===== config.mk =====
export PLATFORM = sky130hd
export DESIGN_NAME = adc_uart_scheduler
export DESIGN_NICKNAME = d
export VERILOG_FILES = /design/src/rtl/adc_frame_pkg.sv /design/src/rtl/rr_arbiter4.sv /design/src/rtl/adc_uart_scheduler.sv
export SDC_FILE = /design/constraint.sdc
export NUM_CORES = 1
export LEC_CHECK = 0
export CORE_MARGIN = 3
export CORE_UTILIZATION = 30
export DETAILED_ROUTE_END_ITERATION = 8
export HOLD_SLACK_MARGIN = 0.06
export PLACE_DENSITY = 0.57
export SYNTH_ARGS = -nofsm -noshare
export SYNTH_HDL_FRONTEND = slang
export SYNTH_SLANG_ARGS = --single-unit

===== constraint.sdc =====
create_clock -name clk -period 1.7 [get_ports clk]
set_input_delay 0.255 -clock clk [delete_from_list [all_inputs] [get_ports clk]]
set_output_delay 0.255 -clock clk [all_outputs]
set_load 0.02 [all_outputs]

===== src/rtl/adc_frame_pkg.sv =====
// Shared encodings for the ADC-to-UART frame scheduler: FSM states,
// default sync byte and header layout.
package adc_frame_pkg;

  typedef enum logic [1:0] {IDLE, SYNC, HDR, LSB} state_t;

  localparam logic [7:0] SYNC_BYTE_DEF = 8'hA5;
  localparam int         HDR_CH_LSB    = 6;
  localparam int         HDR_OVF_BIT   = 5;

  // Header: {channel[1:0], ovf, 3'b000, sample[9:8]}
  function automatic logic [7:0] hdr_byte(input logic [1:0] ch, input logic ovf,
                                          input logic [1:0] hi);
    logic [7:0] h;
    h = '0;
    h[HDR_CH_LSB+:2] = ch;
    h[HDR_OVF_BIT]   = ovf;
    h[1:0]           = hi;
    return h;
  endfunction

endpackage


===== src/rtl/rr_arbiter4.sv =====
// Four-way round-robin pick: first pending channel at or after the pointer.
module rr_arbiter4 (
  input  logic [3:0] pending,
  input  logic [1:0] pointer,
  output logic [1:0] grant,
  output logic       any_grant
);

  logic [1:0] idx;

  // Walk offsets from farthest to nearest so the nearest pending one wins.
  always_comb begin
    grant     = pointer;
    any_grant = 1'b0;
    idx       = pointer;
    for (int k = 3; k >= 0; k--) begin
      idx = pointer + 2'(k);
      if (pending[idx]) begin
        grant     = idx;
        any_grant = 1'b1;
      end
    end
  end

endmodule


===== src/rtl/adc_uart_scheduler.sv =====
// Captures four ADC channel samples and serialises them round-robin as
// 3-byte frames (sync, header, low byte) over a valid/ready byte port.
module adc_uart_scheduler
  import adc_frame_pkg::*;
#(
  parameter int         DATA_W    = 10,
  parameter logic [7:0] SYNC_BYTE = SYNC_BYTE_DEF,
  parameter logic [3:0] CH_MASK   = 4'b1111
) (
  input  logic              clk,
  input  logic              reset_b,
  input  logic              enable,
  input  logic [DATA_W-1:0] ch1_data,
  input  logic [DATA_W-1:0] ch2_data,
  input  logic [DATA_W-1:0] ch3_data,
  input  logic [DATA_W-1:0] ch4_data,
  input  logic [3:0]        ch_ready,
  output logic [7:0]        tx_byte,
  output logic              tx_valid,
  input  logic              tx_ready,
  output logic              busy,
  output logic [15:0]       frame_count,
  output logic [3:0]        overrun,
  input  logic              overrun_clr
);

  state_t                   state;
  logic [3:0][DATA_W-1:0]   ch_data;
  logic [3:0][DATA_W-1:0]   hold;
  logic [3:0]               pending;
  logic [3:0]               ovf;
  logic [3:0]               new_ovr;
  logic [1:0]               rr_ptr;
  logic [1:0]               gnt;
  logic                     any_gnt;
  logic                     grant_now;
  logic [1:0]               g_snap;
  logic                     ovf_snap;
  logic [DATA_W-1:0]        data_snap;
  logic [1:0]               data_hi;

  assign ch_data   = {ch4_data, ch3_data, ch2_data, ch1_data};
  assign grant_now = (state == IDLE) && enable && any_gnt;
  assign busy      = (state != IDLE);
  assign data_hi   = 2'(data_snap[DATA_W-1:8]);

  rr_arbiter4 u_arb (
    .pending   (pending),
    .pointer   (rr_ptr),
    .grant     (gnt),
    .any_grant (any_gnt)
  );

  // A strobe landing on the channel being granted starts a fresh sample, not an overrun.
  always_comb begin
    new_ovr = '0;
    for (int i = 0; i < 4; i++)
      new_ovr[i] = ch_ready[i] && CH_MASK[i] && pending[i] && !(grant_now && gnt == 2'(i));
  end

  always_ff @(posedge clk or negedge reset_b) begin
    if (!reset_b) begin
      hold    <= '0;
      pending <= '0;
      ovf     <= '0;
      overrun <= '0;
    end else begin
      for (int i = 0; i < 4; i++) begin
        if (grant_now && gnt == 2'(i)) begin
          pending[i] <= 1'b0;
          ovf[i]     <= 1'b0;
        end
        if (ch_ready[i] && CH_MASK[i]) begin
          hold[i]    <= ch_data[i];
          pending[i] <= 1'b1;
        end
        if (new_ovr[i]) ovf[i] <= 1'b1;
      end
      overrun <= (overrun & ~{4{overrun_clr}}) | new_ovr;
    end
  end

  always_ff @(posedge clk or negedge reset_b) begin
    if (!reset_b) begin
      state       <= IDLE;
      rr_ptr      <= '0;
      g_snap      <= '0;
      ovf_snap    <= 1'b0;
      data_snap   <= '0;
      tx_byte     <= '0;
      tx_valid    <= 1'b0;
      frame_count <= '0;
    end else begin
      case (state)
        IDLE: if (grant_now) begin
          g_snap    <= gnt;
          ovf_snap  <= ovf[gnt];
          data_snap <= hold[gnt];
          tx_byte   <= SYNC_BYTE;
          tx_valid  <= 1'b1;
          state     <= SYNC;
        end
        SYNC: if (tx_ready) begin
          tx_byte <= hdr_byte(g_snap, ovf_snap, data_hi);
          state   <= HDR;
        end
        HDR: if (tx_ready) begin
          tx_byte <= data_snap[7:0];
          state   <= LSB;
        end
        LSB: if (tx_ready) begin
          tx_byte     <= '0;
          tx_valid    <= 1'b0;
          frame_count <= frame_count + 16'd1;
          rr_ptr      <= g_snap + 2'd1;
          state       <= IDLE;
        end
        default: state <= IDLE;
      endcase
    end
  end

endmodule

==> metrics.md <==
| Metric | Value |
|---|---|
| Avg Cell Area, Syn | `11.8 um^2` |
| Post-synthesis net count | `422` |
| VDD IR-drop max | `609 uV` |
| Area of the multi-input gates | `about 0.0019 mm^2` |
| Fin worst setup slack | `-0.0781 ns` |
| Mapped Area | `0.00435 mm^2` |
| Layout cell share with drive strength beyond 1 | `31.7%` |
| Initial antenna violation count | `0` |
| Clock Root Buffer | `clkbuf_16` |
| Async SR Flop Fraction | `100%` |
| Top area cells in the synthesized netlist | `dfrtp_1, mux2_2, nand2_1` |
| Routed len/inst | `16.3 um` |
| Number of global-route vias before repair | `3382` |
| Failing checks | `negative setup slack` |
| CP Class | `reg -> reg` |
| Required @ worst endpoint | `1.93 ns` |
| Post-synth EDFFs | `0` |
| Crit path DAT | `2.01 ns` |
| Register area share after synthesis | `54.1%` |
| H-Tree Depth | `3` |
| HP Class | `in -> async` |
| R2r startpoint | `pending[1]$_DFFE_PN0P_` |
| IO buf count | `78` |
| Cts bufs inserted | `9` |
| Max-cap violations | `0` |
| Final Wtd Congestion | `0.866` |
| Pleak | `2.56 nW` |
| Post-layout min period | `1.78 ns` |
| Worst-margin pin slew | `0.472 ns` |
| Die area | `0.0160 mm^2` |
| Hold WS | `0.276 ns` |
| Detailed Place HPWL | `7890 um` |
| Via/cell ratio | `4.97` |
| PwrDens | `between 1500 and 2000 mW/mm^2` |
| Final Hold Fails | `0` |
| Drt pass-1 iters | `4` |
| RSZ-0062 raised after global routing | `true` |
| Largest area contributor in the synthesized netlist | `dfrtp_1` |
| Share of the synthesized area in the top cell type | `between 50 and 60%` |
| Most frequent cells after synthesis | `dfrtp_1, mux2_2, nand2_1` |
| Final setup skew | `0.00894 ns` |
| Distinct cells, synth | `45` |
| Worst setup SP type | `register` |
| Seq cells post-synth | `94` |
| Cells after Synth | `about 370` |
| Pre-CTS WS | `-0.145 ns` |
| R2R Path End | `state[1]$_DFFE_PN0P_` |
| Drt initial violations | `168` |
| Syn-to-layout area delta | `40.6%` |
| Max Freq | `562 MHz` |
| Core area | `0.0140 mm^2` |
| Crit path launch | `pending[1]$_DFFE_PN0P_` |
| NumNets Final | `about 540` |
| Final Max Slew Viols | `0` |
| Clock Latency Late Sink | `0.35 ns` |
| Clk sink count | `94` |
| Die width | `126 um` |
| DRC | `0` |
| First-pass GRT wire length | `17600 um` |
| Worst-path clk slew | `0.07 ns` |
| Flop2flop setup slack | `-0.08 ns` |
| Outcome | `finished, violations left` |
| Max-slew headroom | `a little under 70%` |
| Die Ht | `126 um` |
| Largest net degree at the start of global routing | `53` |
| Gr usage total | `13.8%` |
| Fillers | `1317` |
| Fraction of the cycle the final worst path needs | `105%` |
| Site Rows | `43` |
| Vias | `3322` |
| Most common cell in the netlist | `dfrtp_1` |
| Crit path max fanout | `4` |
| Sequential Area | `0.00236 mm^2` |
| I/O Pins | `79` |
| Clock buffer depth | `2` |
| Overflow after GRT | `0` |
| Routed wire length | `around 11000 um` |
| Worst R2R Path Depth | `4` |
| Post-route ant nets | `0` |
| Ant. Diodes | `0` |
| Critical path capture point type | `register` |
| TritonCTS clock tree | `yes` |
| Synth warnings | `0` |
| Setup violations, final | `17` |
| Synth Flop Type | `dfrtp_1` |
| Starting Density | `31.0%` |
-- layout make-up --
| cell class | count | share of cell area (%) |
|---|---|---|
| well taps | 180 | 3.68 |
| clock buffers | 9 | 3.68 |
| inverters | 6 | 0.368 |
| repair buffers | 129 | 20.9 |
| clock inverters | 7 | 0.921 |
| multi-input cells | 244 | 31.9 |
| flip-flops and latches | 94 | 38.6 |
-- critical path, stage by stage (launching register included) --
cell	delay, ns
dfrtp_2	0.44
or4_4	0.57
a21o_1	0.21
o21ai_4	0.12
mux2_4	0.32
-- placed cells by master, fill, tap and decap left out, drive strengths merged, types with 2 or more instances in the layout --
master / netlist / layout
dfrtp: 94 / 94
clkdlybuf4s50: 0 / 73
buf: 16 / 51
mux2: 42 / 42
nand2: 31 / 31
a21oi: 19 / 19
o21ai: 19 / 19
nand4: 13 / 13
xnor2: 13 / 13
nor2: 12 / 12
a221o: 11 / 11
o22a: 11 / 11
o31ai: 11 / 11
clkbuf: 7 / 10
inv: 6 / 9
nor2b: 8 / 8
nand3: 6 / 6
ha: 6 / 6
a221oi: 4 / 4
and3: 4 / 4
nor3: 4 / 4
clkinv: 0 / 4
o21bai: 3 / 3
a21o: 3 / 3
xor2: 3 / 3
a22oi: 3 / 3
o211ai: 2 / 2
a32o: 2 / 2
o2bb2ai: 2 / 2
and2b: 2 / 2
dlymetal6s2s: 0 / 2
-- cell families (layout without fill, tap and decap cells) --
group / count (synthesis) / count (layout) / synth area share [%]
XOR/XNOR: 16 / 16 / 3.22
multiplexers: 42 / 42 / 11.0
adder cells (fa/ha/maj): 6 / 6 / 1.73
flip-flops: 94 / 94 / 54.1
AO/OA/AOI/OAI: 94 / 94 / 16.4
AND/OR/NAND/NOR: 86 / 86 / 9.87
buffers and inverters: 29 / 151 / 3.74
-- sequential cells by signal, summed over array words and instances (netlist names) --
register / count
tx_valid: 1
g_snap: 2
ovf: 4
state: 2
overrun: 4
hold: 40
pending: 4
data_snap: 10
rr_ptr: 2
ovf_snap: 1
frame_count: 16
tx_byte: 8
-- what timing repair did --
action / 4_1_cts / 5_1_grt
hold buffers: 1 / 0
endpoints found under the hold margin: 59 / 0
gates cloned: 0 / 2
buffers inserted: 5 / 0
endpoints found under the setup margin: 35 / 42
gates resized for setup: 17 / 21
pin swaps: 6 / 3
-- through the flow --
stage	setup TNS, ns	util (%)	std cells	power, mW	area [um^2]
floorplan	-1.03	-	367	5.41	4390
global placement	-1.59	40.2	645	6.84	5650
detailed placement	-2.41	40.2	645	6.94	5650
CTS	-0.624	42.8	667	9.06	6010
global route	-2.67	43.5	669	9.74	6110
finish	-0.834	43.5	669	9.18	6110
-- where the power goes --
group,switching (mW),total (mW),internal (mW)
Combinational,1.95,4.02,2.07
Clock,0.930,1.94,1.01
Sequential,0.452,3.21,2.76
Total,3.33,9.18,5.84
-- per-layer routing --
layer	track usage, %	up-vias	part of all wire [%]
met4	5.17	0	2.4
met5	0	-	0
li1	-	1587	-
met1	18.5	1641	46
met2	21.7	74	48
met3	3.41	20	3.9
-- how the worst max path moves through the flow --
stage               slack (ns)  depth (start not counted)                          end
global route             -0.15                          7     data_snap[7]$_DFFE_PN0P_
detailed placement       -0.15                          6         overrun[1]$_DFF_PN0_
finish                   -0.08                          4         state[1]$_DFFE_PN0P_
CTS                      -0.06                          6     data_snap[2]$_DFFE_PN0P_
floorplan                -0.12                          5         state[1]$_DFFE_PN0P_
global placement         -0.15                          6  frame_count[10]$_DFFE_PN0P_
No activity file was read; power rests on OpenSTA's default activity.
